==> src/rtl/dcache_to_mem_converter.sv <==
// dcache_to_mem_converter
//   Bridges a CVA6 dcache request port (this block responds) to the MEM bus
//   (this block initiates). Only one transaction is in flight at a time.
//   Loads use the two-phase index/tag handshake. Stores present the full
//   address in the request cycle.
//
// Ports
//   clk_i, rst_ni     clock, asynchronous active-low reset
//   req_port_i/_o     dcache request / response structs
//   m_mem_*           MEM bus initiator (req/gnt, valid, addr, r/wdata, we, be, error)
//   err_o             one-cycle pulse: errored response or timeout
//   busy_o            FSM not in IDLE
//
// Optional feature
//   DCACHE_MEM_CONV_TIMEOUT_EN: when defined, ISSUE/WAIT_RESP are bounded
//   by TimeoutCycles. On expiry the FSM returns to IDLE, err_o pulses, and a
//   load is answered with zero data.

package dcache_to_mem_converter_pkg;

  typedef struct packed {
    int unsigned XLEN;
    int unsigned DCACHE_INDEX_WIDTH;
    int unsigned DCACHE_TAG_WIDTH;
    int unsigned DcacheIdWidth;
  } cva6_cfg_t;

  localparam int unsigned DefXlen   = 64;
  localparam int unsigned DefIdxW   = 12;
  localparam int unsigned DefTagW   = 44;
  localparam int unsigned DefIdW    = 2;

  localparam cva6_cfg_t cva6_cfg_empty = '{
    XLEN:               DefXlen,
    DCACHE_INDEX_WIDTH: DefIdxW,
    DCACHE_TAG_WIDTH:   DefTagW,
    DcacheIdWidth:      DefIdW
  };

  typedef struct packed {
    logic [DefIdxW-1:0]   address_index;
    logic [DefTagW-1:0]   address_tag;
    logic [DefXlen-1:0]   data_wdata;
    logic                 data_req;
    logic                 data_we;
    logic [DefXlen/8-1:0] data_be;
    logic [DefIdW-1:0]    data_id;
    logic                 kill_req;
    logic                 tag_valid;
  } default_dcache_req_i_t;

  typedef struct packed {
    logic                 data_gnt;
    logic                 data_rvalid;
    logic [DefIdW-1:0]    data_rid;
    logic [DefXlen-1:0]   data_rdata;
  } default_dcache_req_o_t;

endpackage

module dcache_to_mem_converter #(
  parameter dcache_to_mem_converter_pkg::cva6_cfg_t CVA6Cfg =
    dcache_to_mem_converter_pkg::cva6_cfg_empty,
  parameter type dcache_req_i_t = dcache_to_mem_converter_pkg::default_dcache_req_i_t,
  parameter type dcache_req_o_t = dcache_to_mem_converter_pkg::default_dcache_req_o_t,
  parameter int unsigned TimeoutCycles = 256
) (
  input  logic                        clk_i,
  input  logic                        rst_ni,
  input  dcache_req_i_t               req_port_i,
  output dcache_req_o_t               req_port_o,
  output logic                        m_mem_req,
  input  logic                        m_mem_gnt,
  input  logic                        m_mem_valid,
  output logic [CVA6Cfg.XLEN-1:0]     m_mem_addr,
  input  logic [CVA6Cfg.XLEN-1:0]     m_mem_rdata,
  output logic [CVA6Cfg.XLEN-1:0]     m_mem_wdata,
  output logic                        m_mem_we,
  output logic [CVA6Cfg.XLEN/8-1:0]   m_mem_be,
  input  logic                        m_mem_error,
  output logic                        err_o,
  output logic                        busy_o
);

  localparam int unsigned XLEN  = CVA6Cfg.XLEN;
  localparam int unsigned IDX_W = CVA6Cfg.DCACHE_INDEX_WIDTH;
  localparam int unsigned TAG_W = CVA6Cfg.DCACHE_TAG_WIDTH;
  localparam int unsigned ID_W  = CVA6Cfg.DcacheIdWidth;
  localparam int unsigned BE_W  = XLEN / 8;

  typedef enum logic [1:0] {
    IDLE      = 2'd0,
    WAIT_TAG  = 2'd1,
    ISSUE     = 2'd2,
    WAIT_RESP = 2'd3
  } state_e;

  state_e            state_q, state_d;
  logic [IDX_W-1:0]  idx_q, idx_d;
  logic [TAG_W-1:0]  tag_q, tag_d;
  logic              we_q, we_d;
  logic [BE_W-1:0]   be_q, be_d;
  logic [XLEN-1:0]   wdata_q, wdata_d;
  logic [ID_W-1:0]   id_q, id_d;
  logic [XLEN-1:0]   rdata_q, rdata_d;
  logic              rvalid_q, rvalid_d;

  logic              gnt;
  logic              timeout;
  logic [XLEN-1:0]   addr_full;

`ifdef DCACHE_MEM_CONV_TIMEOUT_EN
  localparam int unsigned CNT_W = $clog2(TimeoutCycles + 1);
  logic [CNT_W-1:0]  cnt_q, cnt_d;

  assign timeout = ((state_q == ISSUE) || (state_q == WAIT_RESP)) &&
                   (cnt_q == CNT_W'(TimeoutCycles));
`else
  logic unused_timeout_cfg;
  assign unused_timeout_cfg = (TimeoutCycles == 0);
  assign timeout = 1'b0;
`endif

  // Zero-extend or truncate {tag,index} to XLEN; doubleword aligned, byte
  // position is carried by be alone.
  assign addr_full = XLEN'({tag_q, idx_q});

  always_comb begin
    state_d  = state_q;
    idx_d    = idx_q;
    tag_d    = tag_q;
    we_d     = we_q;
    be_d     = be_q;
    wdata_d  = wdata_q;
    id_d     = id_q;
    rdata_d  = rdata_q;
    rvalid_d = 1'b0;
    gnt      = 1'b0;
    m_mem_req = 1'b0;
    err_o    = 1'b0;
`ifdef DCACHE_MEM_CONV_TIMEOUT_EN
    cnt_d    = cnt_q;
`endif

    unique case (state_q)
      IDLE: begin
        // IDLE is re-entered in the rvalid cycle; holding off the grant there
        // keeps gnt and rvalid mutually exclusive.
        gnt = req_port_i.data_req & ~rvalid_q;
        if (gnt) begin
          idx_d   = req_port_i.address_index;
          we_d    = req_port_i.data_we;
          be_d    = req_port_i.data_be;
          wdata_d = req_port_i.data_wdata;
          id_d    = req_port_i.data_id;
          if (req_port_i.data_we) begin
            tag_d   = req_port_i.address_tag;
            state_d = ISSUE;
`ifdef DCACHE_MEM_CONV_TIMEOUT_EN
            cnt_d   = '0;
`endif
          end else begin
            state_d = WAIT_TAG;
          end
        end
      end

      WAIT_TAG: begin
        if (req_port_i.kill_req) begin
          state_d = IDLE;
        end else if (req_port_i.tag_valid) begin
          tag_d   = req_port_i.address_tag;
          state_d = ISSUE;
`ifdef DCACHE_MEM_CONV_TIMEOUT_EN
          cnt_d   = '0;
`endif
        end
      end

      ISSUE: begin
`ifdef DCACHE_MEM_CONV_TIMEOUT_EN
        cnt_d = cnt_q + 1'b1;
`endif
        // Request is withdrawn in the expiry cycle so a coincident grant
        // cannot start an access the FSM no longer tracks.
        if (!timeout) begin
          m_mem_req = 1'b1;
          if (m_mem_gnt) state_d = WAIT_RESP;
        end
      end

      WAIT_RESP: begin
`ifdef DCACHE_MEM_CONV_TIMEOUT_EN
        cnt_d = cnt_q + 1'b1;
`endif
        if (!timeout && m_mem_valid) begin
          state_d  = IDLE;
          err_o    = m_mem_error;
          rvalid_d = ~we_q;
          if (!we_q) rdata_d = m_mem_rdata;
        end
      end

      default: state_d = IDLE;
    endcase

    if (timeout) begin
      state_d  = IDLE;
      err_o    = 1'b1;
      rvalid_d = ~we_q;
      if (!we_q) rdata_d = '0;
    end
  end

  always_ff @(posedge clk_i or negedge rst_ni) begin
    if (!rst_ni) begin
      state_q  <= IDLE;
      idx_q    <= '0;
      tag_q    <= '0;
      we_q     <= 1'b0;
      be_q     <= '0;
      wdata_q  <= '0;
      id_q     <= '0;
      rdata_q  <= '0;
      rvalid_q <= 1'b0;
`ifdef DCACHE_MEM_CONV_TIMEOUT_EN
      cnt_q    <= '0;
`endif
    end else begin
      state_q  <= state_d;
      idx_q    <= idx_d;
      tag_q    <= tag_d;
      we_q     <= we_d;
      be_q     <= be_d;
      wdata_q  <= wdata_d;
      id_q     <= id_d;
      rdata_q  <= rdata_d;
      rvalid_q <= rvalid_d;
`ifdef DCACHE_MEM_CONV_TIMEOUT_EN
      cnt_q    <= cnt_d;
`endif
    end
  end

  assign m_mem_addr  = addr_full & ~XLEN'(7);
  assign m_mem_wdata = wdata_q;
  assign m_mem_we    = we_q;
  assign m_mem_be    = be_q;
  assign busy_o      = (state_q != IDLE);

  always_comb begin
    req_port_o             = '0;
    req_port_o.data_gnt    = gnt;
    req_port_o.data_rvalid = rvalid_q;
    req_port_o.data_rid    = id_q;
    req_port_o.data_rdata  = rdata_q;
  end

endmodule
==> config.mk <==
export PLATFORM = sky130hd
export DESIGN_NAME = dcache_to_mem_converter
export DESIGN_NICKNAME = d
export VERILOG_FILES = /design/src/rtl/dcache_to_mem_converter.sv
export SDC_FILE = /design/constraint.sdc
export NUM_CORES = 1
export LEC_CHECK = 0
export ABC_AREA = 1
export CAP_MARGIN = 10
export CORE_AREA = 2 2 159 161
export DETAILED_ROUTE_END_ITERATION = 7
export DIE_AREA = 0 0 161 163
export PLACE_DENSITY = 0.8
export SETUP_SLACK_MARGIN = 0.15
export SYNTH_ARGS = -nofsm -noshare
export SYNTH_HDL_FRONTEND = slang
export SYNTH_SLANG_ARGS = --single-unit
==> constraint.sdc <==
create_clock -name clk_i -period 1.4 [get_ports clk_i]
set_clock_uncertainty 0.2 [all_clocks]
set_input_delay 0.28 -clock clk_i [delete_from_list [all_inputs] [get_ports clk_i]]
set_output_delay 0.28 -clock clk_i [all_outputs]
set_load 0.01 [all_outputs]
== After elaboration in Yosys (flattened, before gate mapping) ==
Cells that the tools add are included.

* Register bits: 198
* Bits of input ports: 203
* Output and inout port bits: 208

* Eq/ne operators: 10
* Muxes and demuxes: 18
* Bitwise gates (word level): 3
* Reductions and logical operators: 7

{| class="wikitable"
|+ Operator list
! cell !! count
|-
| 44-bit two-way mux || 4
|-
| 44-bit case mux with 2 select lines || 1
|-
| 2-bit two-way mux || 6
|-
| 2-bit inequality test (second input constant) || 6
|-
| 2-bit case mux with 4 select lines || 1
|-
| 1-bit two-way mux || 6
|-
| 5-bit AND reduction || 1
|-
| 2-bit == test (second input constant) || 2
|-
| 4-bit AND reduction || 1
|-
| 2-bit nonzero test || 2
|-
| 3-bit inequality test (second input constant) || 1
|-
| 3-bit AND reduction || 1
|-
| 2-bit by 1-bit == test with 1-bit output (second input constant) || 1
|-
| 2-bit zero test || 1
|-
| 1-bit NOT || 2
|-
| 2-bit AND reduction || 1
|-
| 1-bit bitwise AND || 1
|}

== Longest topological paths before layout ==
Gate-level depths: netlist of the first run.

* Depth in word-level cells: 4
* Depth in mapped cells: 8
* Gate-level depth less buffers: 7

== Least setup slack after synthesis of the first run ==
OpenSTA, ideal clock, no wires.

* Path type: reg2out
* Start: reg state_q[1]
* End: out req_port_o[67] (netlist name)
* Arrival: 1.081 ns
* Path slack: -0.161 ns
* Cell stages (with the launch flop): 7
* Path buffers: 3
* Cell sequence: dfrtp_1 -> buf_4 -> nor2_4 -> nand3_2 -> inv_2 -> buf_2 -> buf_4

* Cells in the longest elaborated chain, start to end: 2

{| class="wikitable"
|+ RTL lines
! element !! RTL line !! RTL
|-
| from (decl) || 98 || <nowiki>state_e state_q, state_d;</nowiki>
|-
| from (signal assigned) || 230 || <nowiki>state_q <= state_d;</nowiki>
|-
| 2-bit zero test || 145 || <nowiki>unique case (state_q)</nowiki>
|-
| 1-bit two-way mux || 145 ||
|-
| to (decl) || 71 || <nowiki>output dcache_req_o_t req_port_o,</nowiki>
|}

No other way between the ends.

==> impl_metrics.tcl, run 1 <==
set metrics [dict create \
    drv_slew 0 \
    gr-total-overflow 0 \
    grt_pass1_vias 8021 \
    tns_ns -62.90 \
    worst_setup_path_end_kind "output pin" \
    worst_path_most_repeated_cell "buf_6" \
    vias 7884 \
    areaGrowthSynthToFinish_pct 74.7 \
    multi_input_area_mm2 0.00255 \
    hpwl_um 18800 \
    reg2reg_from "state_q[1]$_DFFE_PN0P_" \
    synthDistinctLibCells 23 \
    synth_area_mm2 0.00774 \
    cts_buffer_depth 2 \
    die-area_mm2 0.0262 \
    fin_area_mm2 0.0135 \
    post-route-period-util_pct 132 \
    routed_wl_um 28000 \
    grt_pass1_wl_um 41200 \
    yosys_warnings 0 \
    dpl_cell_area_mm2 0.0124 \
    tritoncts "built" \
    status "complete, but fails checks" \
    leakage_uw 0.00723 \
    violations "negative setup slack" \
    antenna_found_initial 2 \
    cts_htree_levels 4 \
    critPathKind "register to output pin" \
    p_sw_share_pct 37.7 \
    die_w_um 161 \
    crit_arrival_ns 1.36 \
    syn_avg_cell_area_um2 8.86 \
    initial_utilization_pct 31.4 \
    crit_family "flip-flops" \
    dp_slack_ns -0.567 \
    fp-row-count 58 \
    core_region_area_mm2 0.0247 \
    drt-initial-drc-count 547 \
    finalHoldViolCount 0 \
    antenna_left 0 \
    p_switching_uw 11100 \
    critPathLaunchType "register" \
    cts_sinks 195 \
    hp-class "input port to asynchronous set/reset pin" \
    synth-seq-cells 195 \
    combPwrFrac_pct 49.6 \
    setup-violations-final 391 \
    syn_inst 874 \
    drv_cap 0 \
    peakVddDrop_mv 1.06 \
    rsz0062_at_grt "yes" \
    finalNetCount 1585 \
    period_needed_ns 1.84 \
    pwr-share-seq_pct 33.5 \
    p_clk_share_pct 16.9 \
    wl_per_cell_um 16.2 \
    cp_cell_sequence "nor2_4 > buf_6 > nand3_4 > inv_4 > buf_6" \
    worstPathRequired_ns 0.92 \
    cp_num_buf_inv 3 \
    rrSetupSlack_ns -0.40 \
    power_density_mw_per_mm2 2170 \
    max_freq_ghz 0.542 \
    place.gp.congestion 0.847 \
    drtPass1Iterations 4 \
    path_max_fanout 3 \
    yosysSeqAreaShare_pct 63.0 \
    fill_cells 2126 \
    cts.clk_slew.worst_paths_ns 0.08 \
    final_cell_mix "nand2_1, clkdlybuf4s50_1, dfrtp_1, buf_2, buf_4" \
    slowest_delay_ns 0.44 \
    rr_endpoint "tag_q[29]$_DFFE_PN0P_" \
    fin_ws_ns -0.444 \
    final_common_cell "nand2_1" \
    io_buffers 396 \
    ioPinCount 411 \
    regArea_mm2 0.00488 \
    slowest_stage "dfrtp_2" \
    routed_via_density 4.57 \
    numCtsBuffers 17 \
    drc 0 \
    grtUsageTotal_pct 20.0 \
    internal_power_uw 18300 \
    worst_r2r_path_depth 9 \
    clockRootBuffer "clkbuf_16" \
    die_h_um 163 \
    insertion_delay_ns 0.41 \
    grt_max_degree 43 \
    drive_gt1_share_pct 28.7 \
]
## area by class of cell
cell class | instances | share of cell area (%)
timing repair buffer | 542 | 37.0
multi-input combinational | 615 | 18.9
antenna | 1 | 0.0185
tap | 330 | 3.05
inverter | 10 | 0.426
timing repair inverter | 1 | 0.0648
sequential | 195 | 36.1
clock buffer | 18 | 3.17
clock inverter | 14 | 1.25
## power by group through the flow
stage	sequential [uW]	clock, uW	combinational, uW
detailed placement	9790	0	13400
CTS	9760	5080	13900
finish	9830	4960	14500
floorplan	10900	0	4530
global placement	9720	0	13000
global route	10100	5310	15700
## sequential cells by signal (all words and copies together) (netlist names)
name	count
m_mem_we	1
id_q	2
idx_q	9
rvalid_q	1
m_mem_wdata	64
state_q	2
tag_q	44
m_mem_be	8
rdata_q	64
## metal layers
metal | part of all wire, % | track usage, % | vias up
met5 | 0.046 | 0 | -
met4 | 3.3 | 7.83 | 2
met3 | 8.7 | 6.77 | 61
met2 | 51 | 35.5 | 363
met1 | 37 | 22.1 | 3757
li1 | - | - | 3701
## timing repair
action | in CTS | in global routing
gates resized for setup | 872 | 29
gates cloned | 8 | 11
endpoints found under the setup margin | 392 | 392
endpoints found under the hold margin | 195 | 0
pin swaps | 4 | 4
hold buffers | 1 | 0
setup buffers | 60 | 8
## through the flow
step	power, uW	hold WS, ns	std cells	utilization [%]
2_1_floorplan	15400	-0.216	884	-
3_5_place_dp	23100	0.0588	1605	50.2
6_report	29300	0.179	1726	54.8
5_1_grt	31200	0.161	1726	54.8
4_1_cts	28700	0.153	1706	53.3
3_3_place_gp	22700	0.0539	1605	50.2
## synth_stat cells
cell | count | area share, %
o21ai_2 | 1 | 0.11
a31oi_1 | 1 | 0.081
nor2_1 | 3 | 0.15
buf_2 | 24 | 1.6
o21a_1 | 1 | 0.097
nor3_1 | 1 | 0.065
nand3_2 | 1 | 0.13
o21ai_0 | 5 | 0.32
nor2_2 | 1 | 0.081
conb_1 | 1 | 0.048
nand3b_1 | 1 | 0.097
nor2_4 | 1 | 0.15
nand2_1 | 541 | 26
buf_6 | 4 | 0.58
inv_1 | 8 | 0.39
buf_4 | 23 | 2.2
nand3_4 | 1 | 0.23
nand3_1 | 2 | 0.13
dfrtp_1 | 195 | 63
nand4_1 | 44 | 3.6
clkbuf_1 | 12 | 0.58
buf_1 | 1 | 0.048
inv_2 | 2 | 0.097
## worst reg2reg max path, stage by stage, from the launching register on
cell and delay, ns:
dfrtp_2 0.45, buf_4 0.15, buf_6 0.11, inv_4 0.06, o21a_4 0.16, nand3_4 0.12
buf_6 0.15, buf_16 0.14, nand2_1 0.07, nand2_1 0.07
## worst max path at each step
stage | start | endpoint | slack [ns] | depth (start not counted)
4_1_cts | state_q[1]$_DFFE_PN0P_ | req_port_o[67] | -0.48 | 5
3_5_place_dp | m_mem_valid | err_o | -0.57 | 4
6_report | state_q[0]$_DFFE_PN0P_ | req_port_o[67] | -0.44 | 5
5_1_grt | state_q[1]$_DFFE_PN0P_ | req_port_o[67] | -0.53 | 5
2_1_floorplan | state_q[1]$_DFFE_PN0P_ | req_port_o[67] | -0.06 | 6
3_3_place_gp | m_mem_valid | err_o | -0.57 | 4
## cells by family (layout without fill, tap and decap cells)
group / after synthesis / in the layout / synth area share [%]
AOI/OAI and AO/OA: 8 / 8 / 0.614
buffers and inverters: 74 / 585 / 5.48
DFF: 195 / 195 / 63.0
other: 1 / 12 / 0.0485
and+or+nand+nor: 596 / 596 / 30.8
Power figures use the tool's default switching activity.
==> run 2: changes to the inputs <==
- GPL_TIMING_DRIVEN: default -> 1
==> results of run 2 <==
No change in the layout: final DEF, timing and power equal those of run 1.
==> run 3: changes to the inputs <==
- ABC_CLOCK_PERIOD_IN_PS: default -> 1400
==> results of run 3 <==
No change in the layout: final DEF, timing and power equal those of run 1.
